==> config.mk <==
export PLATFORM = sky130hd
export DESIGN_NAME = inst_fetch_unit_flat
export DESIGN_NICKNAME = d
export VERILOG_FILES = /design/src/rtl/inst_fetch_unit_if.sv /design/src/rtl/inst_fetch_unit.sv /design/src/flat_wrapper.sv
export SDC_FILE = /design/constraint.sdc
export NUM_CORES = 1
export LEC_CHECK = 0
export CORE_MARGIN = 4
export CORE_UTILIZATION = 35
export CTS_BUF_LIST = sky130_fd_sc_hd__clkbuf_16
export DETAILED_ROUTE_END_ITERATION = 10
export SLEW_MARGIN = 20
export SYNTH_ARGS = -nofsm -noshare
export SYNTH_HDL_FRONTEND = slang
export SYNTH_SLANG_ARGS = --single-unit
==> constraint.sdc <==
create_clock -name clk -period 6.11 [get_ports clk]
set_input_delay 0.9165 -clock clk [delete_from_list [all_inputs] [get_ports clk]]
set_output_delay 0.9165 -clock clk [all_outputs]
set_load 0.005 [all_outputs]
==> src/rtl/inst_fetch_unit_if.sv <==
// Fetch-unit bus: start gate, instruction-memory port, redirect input and decode handshake.
interface inst_fetch_unit_if;
  logic        in_done_load_inst;
  logic [63:0] out_inst_addr;
  logic [31:0] in_inst;
  logic        in_redirect_valid;
  logic [63:0] in_redirect_pc;
  logic        out_valid;
  logic        in_ready;
  logic [31:0] out_inst;
  logic [63:0] out_pc;
  logic        out_fetch_fault;
  logic        out_halted;

  modport master (
    input  in_done_load_inst,
    output out_inst_addr,
    input  in_inst,
    input  in_redirect_valid,
    input  in_redirect_pc,
    output out_valid,
    input  in_ready,
    output out_inst,
    output out_pc,
    output out_fetch_fault,
    output out_halted
  );

  modport slave (
    output in_done_load_inst,
    input  out_inst_addr,
    output in_inst,
    output in_redirect_valid,
    output in_redirect_pc,
    input  out_valid,
    output in_ready,
    input  out_inst,
    input  out_pc,
    input  out_fetch_fault,
    input  out_halted
  );
endinterface

==> src/rtl/inst_fetch_unit.sv <==
// PC/fetch stage with a circular {pc, inst} buffer towards decode.
// Optional macro IFU_HALT_ON_ZERO_EN: a zero instruction word halts fetch instead of being queued.
module inst_fetch_unit #(
  parameter logic [63:0] RESET_PC = 64'h0,
  parameter int unsigned DEPTH    = 2
) (
  input logic               clk,
  input logic               rst,
  inst_fetch_unit_if.master bus
);

  localparam int unsigned PTR_W = $clog2(DEPTH);
  localparam int unsigned CNT_W = $clog2(DEPTH + 1);
  localparam logic [CNT_W-1:0] DepthCnt = CNT_W'(DEPTH);
  localparam logic [PTR_W-1:0] LastPtr  = PTR_W'(DEPTH - 1);

  localparam logic [1:0] StWaitLoad = 2'd0;
  localparam logic [1:0] StFetch    = 2'd1;
  localparam logic [1:0] StFault    = 2'd2;
`ifdef IFU_HALT_ON_ZERO_EN
  localparam logic [1:0] StHalt     = 2'd3;
`endif

  logic [1:0]       state_q, state_d;
  logic [63:0]      pc_q, pc_d;
  logic [CNT_W-1:0] count_q, count_d;
  logic [PTR_W-1:0] rd_ptr_q, rd_ptr_d;
  logic [PTR_W-1:0] wr_ptr_q, wr_ptr_d;
  logic [63:0]      fifo_pc_q   [DEPTH];
  logic [31:0]      fifo_inst_q [DEPTH];

  logic head_valid;
  logic fire;
  logic room;
  logic redirect;
  logic misaligned;
  logic zero_word;
  logic enq;

  function automatic logic [PTR_W-1:0] ptr_inc(input logic [PTR_W-1:0] p);
    ptr_inc = (p == LastPtr) ? '0 : p + 1'b1;
  endfunction

  assign head_valid = (count_q != '0);
  assign fire       = head_valid && bus.in_ready;
  // A full buffer still has room when the head leaves in the same cycle.
  assign room       = (count_q < DepthCnt) || fire;
  assign redirect   = bus.in_redirect_valid && (state_q != StWaitLoad);
  assign misaligned = (bus.in_redirect_pc[1:0] != 2'b00);

`ifdef IFU_HALT_ON_ZERO_EN
  assign zero_word = (bus.in_inst == 32'h0);
`else
  assign zero_word = 1'b0;
`endif

  assign enq = (state_q == StFetch) && !redirect && room && !zero_word;

  always_comb begin
    state_d  = state_q;
    pc_d     = pc_q;
    count_d  = count_q;
    rd_ptr_d = rd_ptr_q;
    wr_ptr_d = wr_ptr_q;

    if (redirect) begin
      // Flush wins over enqueue; a same-cycle fire is already consumed by decode.
      count_d  = '0;
      rd_ptr_d = '0;
      wr_ptr_d = '0;
      pc_d     = bus.in_redirect_pc;
      state_d  = misaligned ? StFault : StFetch;
    end else begin
      case (state_q)
        StWaitLoad: if (bus.in_done_load_inst) state_d = StFetch;
`ifdef IFU_HALT_ON_ZERO_EN
        StFetch:    if (zero_word) state_d = StHalt;
`endif
        default:    ;
      endcase

      if (enq) begin
        pc_d     = pc_q + 64'd4;
        wr_ptr_d = ptr_inc(wr_ptr_q);
      end
      if (fire) rd_ptr_d = ptr_inc(rd_ptr_q);

      case ({enq, fire})
        2'b10:   count_d = count_q + 1'b1;
        2'b01:   count_d = count_q - 1'b1;
        default: count_d = count_q;
      endcase
    end
  end

  always_ff @(posedge clk) begin
    if (rst) begin
      state_q  <= StWaitLoad;
      pc_q     <= RESET_PC;
      count_q  <= '0;
      rd_ptr_q <= '0;
      wr_ptr_q <= '0;
    end else begin
      state_q  <= state_d;
      pc_q     <= pc_d;
      count_q  <= count_d;
      rd_ptr_q <= rd_ptr_d;
      wr_ptr_q <= wr_ptr_d;
    end
  end

  // Payload storage needs no reset; outputs are masked while the buffer is empty.
  always_ff @(posedge clk) begin
    if (!rst && enq) begin
      fifo_pc_q[wr_ptr_q]   <= pc_q;
      fifo_inst_q[wr_ptr_q] <= bus.in_inst;
    end
  end

  assign bus.out_inst_addr   = pc_q;
  assign bus.out_valid       = head_valid;
  assign bus.out_inst        = head_valid ? fifo_inst_q[rd_ptr_q] : 32'h0;
  assign bus.out_pc          = head_valid ? fifo_pc_q[rd_ptr_q] : 64'h0;
  assign bus.out_fetch_fault = (state_q == StFault);

`ifdef IFU_HALT_ON_ZERO_EN
  assign bus.out_halted = (state_q == StHalt);
`else
  assign bus.out_halted = 1'b0;
`endif

endmodule
==> src/flat_wrapper.sv <==
// flat-port wrapper written by rule: the top's interface ports become plain ports
module inst_fetch_unit_flat 
#(
  parameter logic [63:0] RESET_PC = 64'h0,
  parameter int unsigned DEPTH    = 2
)
  (clk, rst, bus_in_done_load_inst, bus_out_inst_addr, bus_in_inst, bus_in_redirect_valid, bus_in_redirect_pc, bus_out_valid, bus_in_ready, bus_out_inst, bus_out_pc, bus_out_fetch_fault, bus_out_halted);
  inst_fetch_unit_if bus_i ();
  input logic clk;
  input logic rst;
  input wire logic [$bits(bus_i.in_done_load_inst)-1:0] bus_in_done_load_inst;
  output wire logic [$bits(bus_i.out_inst_addr)-1:0] bus_out_inst_addr;
  input wire logic [$bits(bus_i.in_inst)-1:0] bus_in_inst;
  input wire logic [$bits(bus_i.in_redirect_valid)-1:0] bus_in_redirect_valid;
  input wire logic [$bits(bus_i.in_redirect_pc)-1:0] bus_in_redirect_pc;
  output wire logic [$bits(bus_i.out_valid)-1:0] bus_out_valid;
  input wire logic [$bits(bus_i.in_ready)-1:0] bus_in_ready;
  output wire logic [$bits(bus_i.out_inst)-1:0] bus_out_inst;
  output wire logic [$bits(bus_i.out_pc)-1:0] bus_out_pc;
  output wire logic [$bits(bus_i.out_fetch_fault)-1:0] bus_out_fetch_fault;
  output wire logic [$bits(bus_i.out_halted)-1:0] bus_out_halted;
  assign bus_i.in_done_load_inst = bus_in_done_load_inst;
  assign bus_out_inst_addr = bus_i.out_inst_addr;
  assign bus_i.in_inst = bus_in_inst;
  assign bus_i.in_redirect_valid = bus_in_redirect_valid;
  assign bus_i.in_redirect_pc = bus_in_redirect_pc;
  assign bus_out_valid = bus_i.out_valid;
  assign bus_i.in_ready = bus_in_ready;
  assign bus_out_inst = bus_i.out_inst;
  assign bus_out_pc = bus_i.out_pc;
  assign bus_out_fetch_fault = bus_i.out_fetch_fault;
  assign bus_out_halted = bus_i.out_halted;
  inst_fetch_unit #(.RESET_PC(RESET_PC), .DEPTH(DEPTH)) u_core (.clk(clk), .rst(rst), .bus(bus_i));
endmodule
-- Word level (Yosys, flattened, before mapping)
Memories as Yosys holds them, arrays and structs flattened. A register that Yosys moved wholly into a read port is not among the register bits.
Cells that the tools add are included.
W data, S select, Z words.
- register bits after elaboration: 70
- memory bits (writable): 192
- bits of input ports: 101
- output and inout port bits: 163
- logic and storage cells: 52
- memories kept: 2
- memory list (name ; words ; bits a word ; rd ports ; clocked after Yosys merged registers in ; write ports ; RTL line ; source):
    u_core.fifo_pc_q ; 2 ; 64 ; 1 ; 1 ; 1 ; inst_fetch_unit.sv:29 ; logic [63:0] fifo_pc_q [DEPTH];
    u_core.fifo_inst_q ; 2 ; 32 ; 1 ; 1 ; 1 ; inst_fetch_unit.sv:30 ; logic [31:0] fifo_inst_q [DEPTH];
- add/subtract/negate cells: 5
- magnitude comparators: 1
- equal/unequal tests: 4
- multiplexer cells: 17
- reductions and logical operators: 18
- operators by type and width (cell ; number):
    $mux W64 ; 3
    $add A64 B3 Y64 const B ; 1
    $mux W32 ; 1
    $reduce_bool A2 Y1 ; 7
    $mux W1 ; 8
    $mux W2 ; 4
    $logic_and A1 B1 Y1 ; 5
    $eq A2 B1 Y1 const B ; 2
    $eq A2 B2 Y1 const B ; 2
    $pmux W2 S2 ; 1
    $add A1 B1 Y1 const B ; 2
    $add A2 B1 Y2 const B ; 1
    $logic_not A1 Y1 ; 2
    $logic_not A2 Y1 ; 1
    $lt A2 B2 Y1 const B ; 1
    $reduce_and A2 Y1 ; 1
    $reduce_or A2 Y1 ; 1
    $sub A2 B1 Y2 const B ; 1
    $logic_or A1 B1 Y1 ; 1

-- Logic depth before layout (Yosys ltp)
- depth after elaboration: 8
- gate-level depth with buffers: 9
- gate-level depth less buffers: 7

-- Worst setup path after synthesis
Ideal clock, no wire load.
- path type: input to register
- from: input port bus_in_redirect_valid
- to: memory u_core.fifo_inst_q[0][0], enable pin
- setup time: 0.552 ns
- arrival: 5.636 ns
- data required time: 5.558 ns
- slack: -0.078 ns
- stages: 4
- path buffers: 0
- cell sequence: nand2b_1 -> nor3_1 -> nand2b_1 -> nor2_1
- longest elaborated chain between the ends: 7
- ends and longest elaborated chain (item ; RTL line ; source):
    start: declaration ; flat_wrapper.sv:14 ; input wire logic [$bits(bus_i.in_redirect_valid)-1:0] bus_in_redirect_valid;
    $logic_and A1 B1 Y1 ; inst_fetch_unit.sv:48 ; assign redirect = bus.in_redirect_valid && (state_q != StWaitLoad);
    $logic_not A1 Y1 ; inst_fetch_unit.sv:57 ; assign enq = (state_q == StFetch) && !redirect && room && !zero_word;
    $logic_and A1 B1 Y1 (2 in series) ; inst_fetch_unit.sv:57 ;
    $logic_and A1 B1 Y1 ; inst_fetch_unit.sv:114 ; if (!rst && enq) begin
    $mux W1 ; inst_fetch_unit.sv:114 ;
    $mux W1 (implied by the code) ; inst_fetch_unit.sv:116 ; fifo_inst_q[wr_ptr_q] <= bus.in_inst;
    end: declaration ; inst_fetch_unit.sv:30 ;
No other way between the ends.

-- Final worst setup path
- from: register u_core.count_q[1]
- to: output port bus_out_pc[61]
- longest elaborated chain between the ends: 2
- ends and longest elaborated chain (item ; RTL line ; source):
    start: declaration ; inst_fetch_unit.sv:26 ; logic [CNT_W-1:0] count_q, count_d;
    start signal: assignment ; inst_fetch_unit.sv:106 ; count_q <= count_d;
    $reduce_bool A2 Y1 ; inst_fetch_unit.sv:44 ; assign head_valid = (count_q != '0);
    $mux W64 ; inst_fetch_unit.sv:123 ; assign bus.out_pc = head_valid ? fifo_pc_q[rd_ptr_q] : 64'h0;
    end: declaration ; flat_wrapper.sv:19 ; output wire logic [$bits(bus_i.out_pc)-1:0] bus_out_pc;
No other way between the ends.

==> reports/qor.csv <==
metric;value;unit
status;finished clean;
synth_seq_cells;263;
finalCritPeriodShare;63.8;%
wire_per_inst;20.4;um
path_max_fanout;64;
critPathKind;reg -> out;
gr-usage-met3;3.74;%
finalHoldViolations;0;
synth_commonest_cells;192 x edfxtp_1, 160 x nor2_1, 99 x mux2i_1, 71 x dfxtp_1, 69 x nand2_1;
clockBufferDepth;3;
grt_pass1_wl;51300;um
crit_required;5.19;ns
fmax;257;MHz
grt.overflow.total;0;
clk_pin_slew;0.06;ns
cts_hold_buf;0;
cts.sinks;263;
min_period;3.90;ns
pre_cts_ws;1.85;ns
postCtsSetupBuffers;0;
cts-root-buf;clkbuf_16;
worst_slack;2.21;ns
cp.arrival;2.98;ns
synth_flop_cell;edfxtp_1;
netlist_area;11500;um^2
cts-htree-levels;1;
worstHoldPathType;reg -> reg;
synth_async_sr_flop_share;0;%
synth_nets;1074;
initial_core_util;35.4;%
rows;66;
met1_usage;26.4;%
die_h;189;um
cts_tree;built;
skew;0.0142;ns
pin_count;264;
synth-edff-count;192;
power_density;277;nW/um^2
wirelength;34400;um
grt_max_degree;71;
synthCells;971;
yosysMostFrequentCell;edfxtp_1;
grt_use_total;18.2;%
gp_congestion;0.854;
cts_resized;0;
grt-busiest-layer;met2;
avgSynthCellArea;11.8;um^2
yosys.area.top_type;edfxtp_1;
fin_hold_ws;0.508;ns
syn_to_final_growth;35.2;%
synth_top_area_share;50.1;%
setup_viol;0;
start_kind;register;
post-route-drc-count;0;
first_pass_iters;5;
antenna_found_initial;2;
viasPerCell;5.13;
grt_pass1_vias;8353;
ant_nets;0;
synth_cell_types;62;
dpl.hpwl;23800;um
maxSlewViolCount;0;
finalNetCount;1326;
cts_buffers;29;
core-area;32500;um^2
rsz0062_at_grt;no;
worst_slew_pin_slew;0.943;ns
ys_seq_area_share;62.5;%
peakVddDrop;0.000213;V
grtUsageMet2;28.2;%
vias;8662;
dieArea;35800;um^2
synth_area_leaders;edfxtp_1 50%, dfxtp_1 12%, mux2i_1 8.6%;
drive_gt1_share;6.75;%
cp-end-kind;output pin;
leakagePower;4.89;nW
die_x;189;um
worstSkewPairLatency;0.55;ns
slew_headroom;37.0;%
drtIter0Drc;743;
ys_warn_count;0;
io_buffers;262;
drv_cap;0;
registers in the layout (all words and copies together), names as in the netlist, named ones only:
register / flops
u_core.wr_ptr_q: 1
u_core.count_q: 2
u_core.fifo_pc_q: 128
u_core.rd_ptr_q: 1
u_core.bus.out_inst_addr: 64
u_core.fifo_inst_q: 64
u_core.state_q: 2
metrics by stage:
stage	cells	util (%)	cell area (um^2)	total power, mW	setup TNS (ns)
after floorplan	971	-	11500	2.33	-15.00
after global placement	1633	45.0	14600	2.69	0
after detailed placement	1633	45.0	14600	2.70	0
after CTS	1686	47.8	15500	4.36	0
after global routing	1688	47.9	15500	4.48	0
final	1688	47.9	15500	4.31	0
routing by layer:
layer | share of wire [%] | vias to the layer above
li1 | - | 4152
met1 | 46 | 4138
met2 | 44 | 320
met3 | 6.6 | 50
met4 | 2.6 | 2
met5 | 0.020 | -
area by class of cell:
type | count | area [um^2]
antenna | 1 | 2.50
clock buffer | 29 | 726
clock inverter | 24 | 176
fill | 2965 | 16900
inverter | 8 | 30.0
multi-input combinational | 647 | 4120
sequential | 263 | 7190
tap | 442 | 553
timing repair buffer | 274 | 2750
layout by cell type (no fill, tap or decap), types with 3 or more instances in the layout:
cell type        count
and2_1              10
inv_1               21
nor2_1             157
or4_1                5
and4_1               3
nand3_1             37
clkdlybuf4s50_1    261
o22ai_1              4
mux2i_1             99
bufinv_16            3
edfxtp_1           192
nand2b_1             5
and3_1               3
or3_1               13
a2bb2oi_1            3
nand4_1             22
clkinv_1             3
o21ai_0             10
xor2_1               6
clkbuf_16           29
nor4_2               7
nand4_2              3
a21oi_1             39
dfxtp_1             70
nor2_4               3
nor3_1              20
a22oi_1             17
xnor2_1             12
o211ai_1            10
a311oi_1             3
a31oi_1             20
nor4_1               9
buf_4                9
a211oi_1            13
or2_2                3
nand2_1             69
nor2b_1              3
worst max-delay path: stages, from the launching register on:
cell	delay [ns]
dfxtp_1	0.34
nor2_4	0.68
buf_4	0.68
nor2_1	0.11
clkdlybuf4s50_1	0.54
cell families after synthesis:
kind of cell	synth area share [%]
AOI/OAI and AO/OA	8.11
xor gates and xnor gates	1.37
adders and majority gates	0.218
buffers and inverters	2.10
DFF	62.5
muxes	8.72
other	0.0326
and+or+nand+nor	16.9
worst paths after layout:
check | startpoint | endpoint | slack, ns | cells after the start
min reg2reg | u_core.wr_ptr_q | u_core.wr_ptr_q | 0.51 | 2
max reg2reg | u_core.state_q[0] | u_core.fifo_pc_q[1][7] | 3.11 | 6
max | u_core.count_q[1] | bus_out_pc[61] | 2.21 | 4
min | u_core.wr_ptr_q | u_core.wr_ptr_q | 0.51 | 2
where the power goes:
| group | total (mW) | leakage (nW) | switching, mW | internal, mW |
|---|---|---|---|---|
| Sequential | 2.08 | 2.37 | 0.102 | 1.98 |
| Combinational | 0.575 | 2.02 | 0.262 | 0.313 |
| Clock | 1.66 | 0.495 | 0.678 | 0.978 |
| Total | 4.31 | 4.89 | 1.04 | 3.27 |
(Power assumes the default switching activity.)
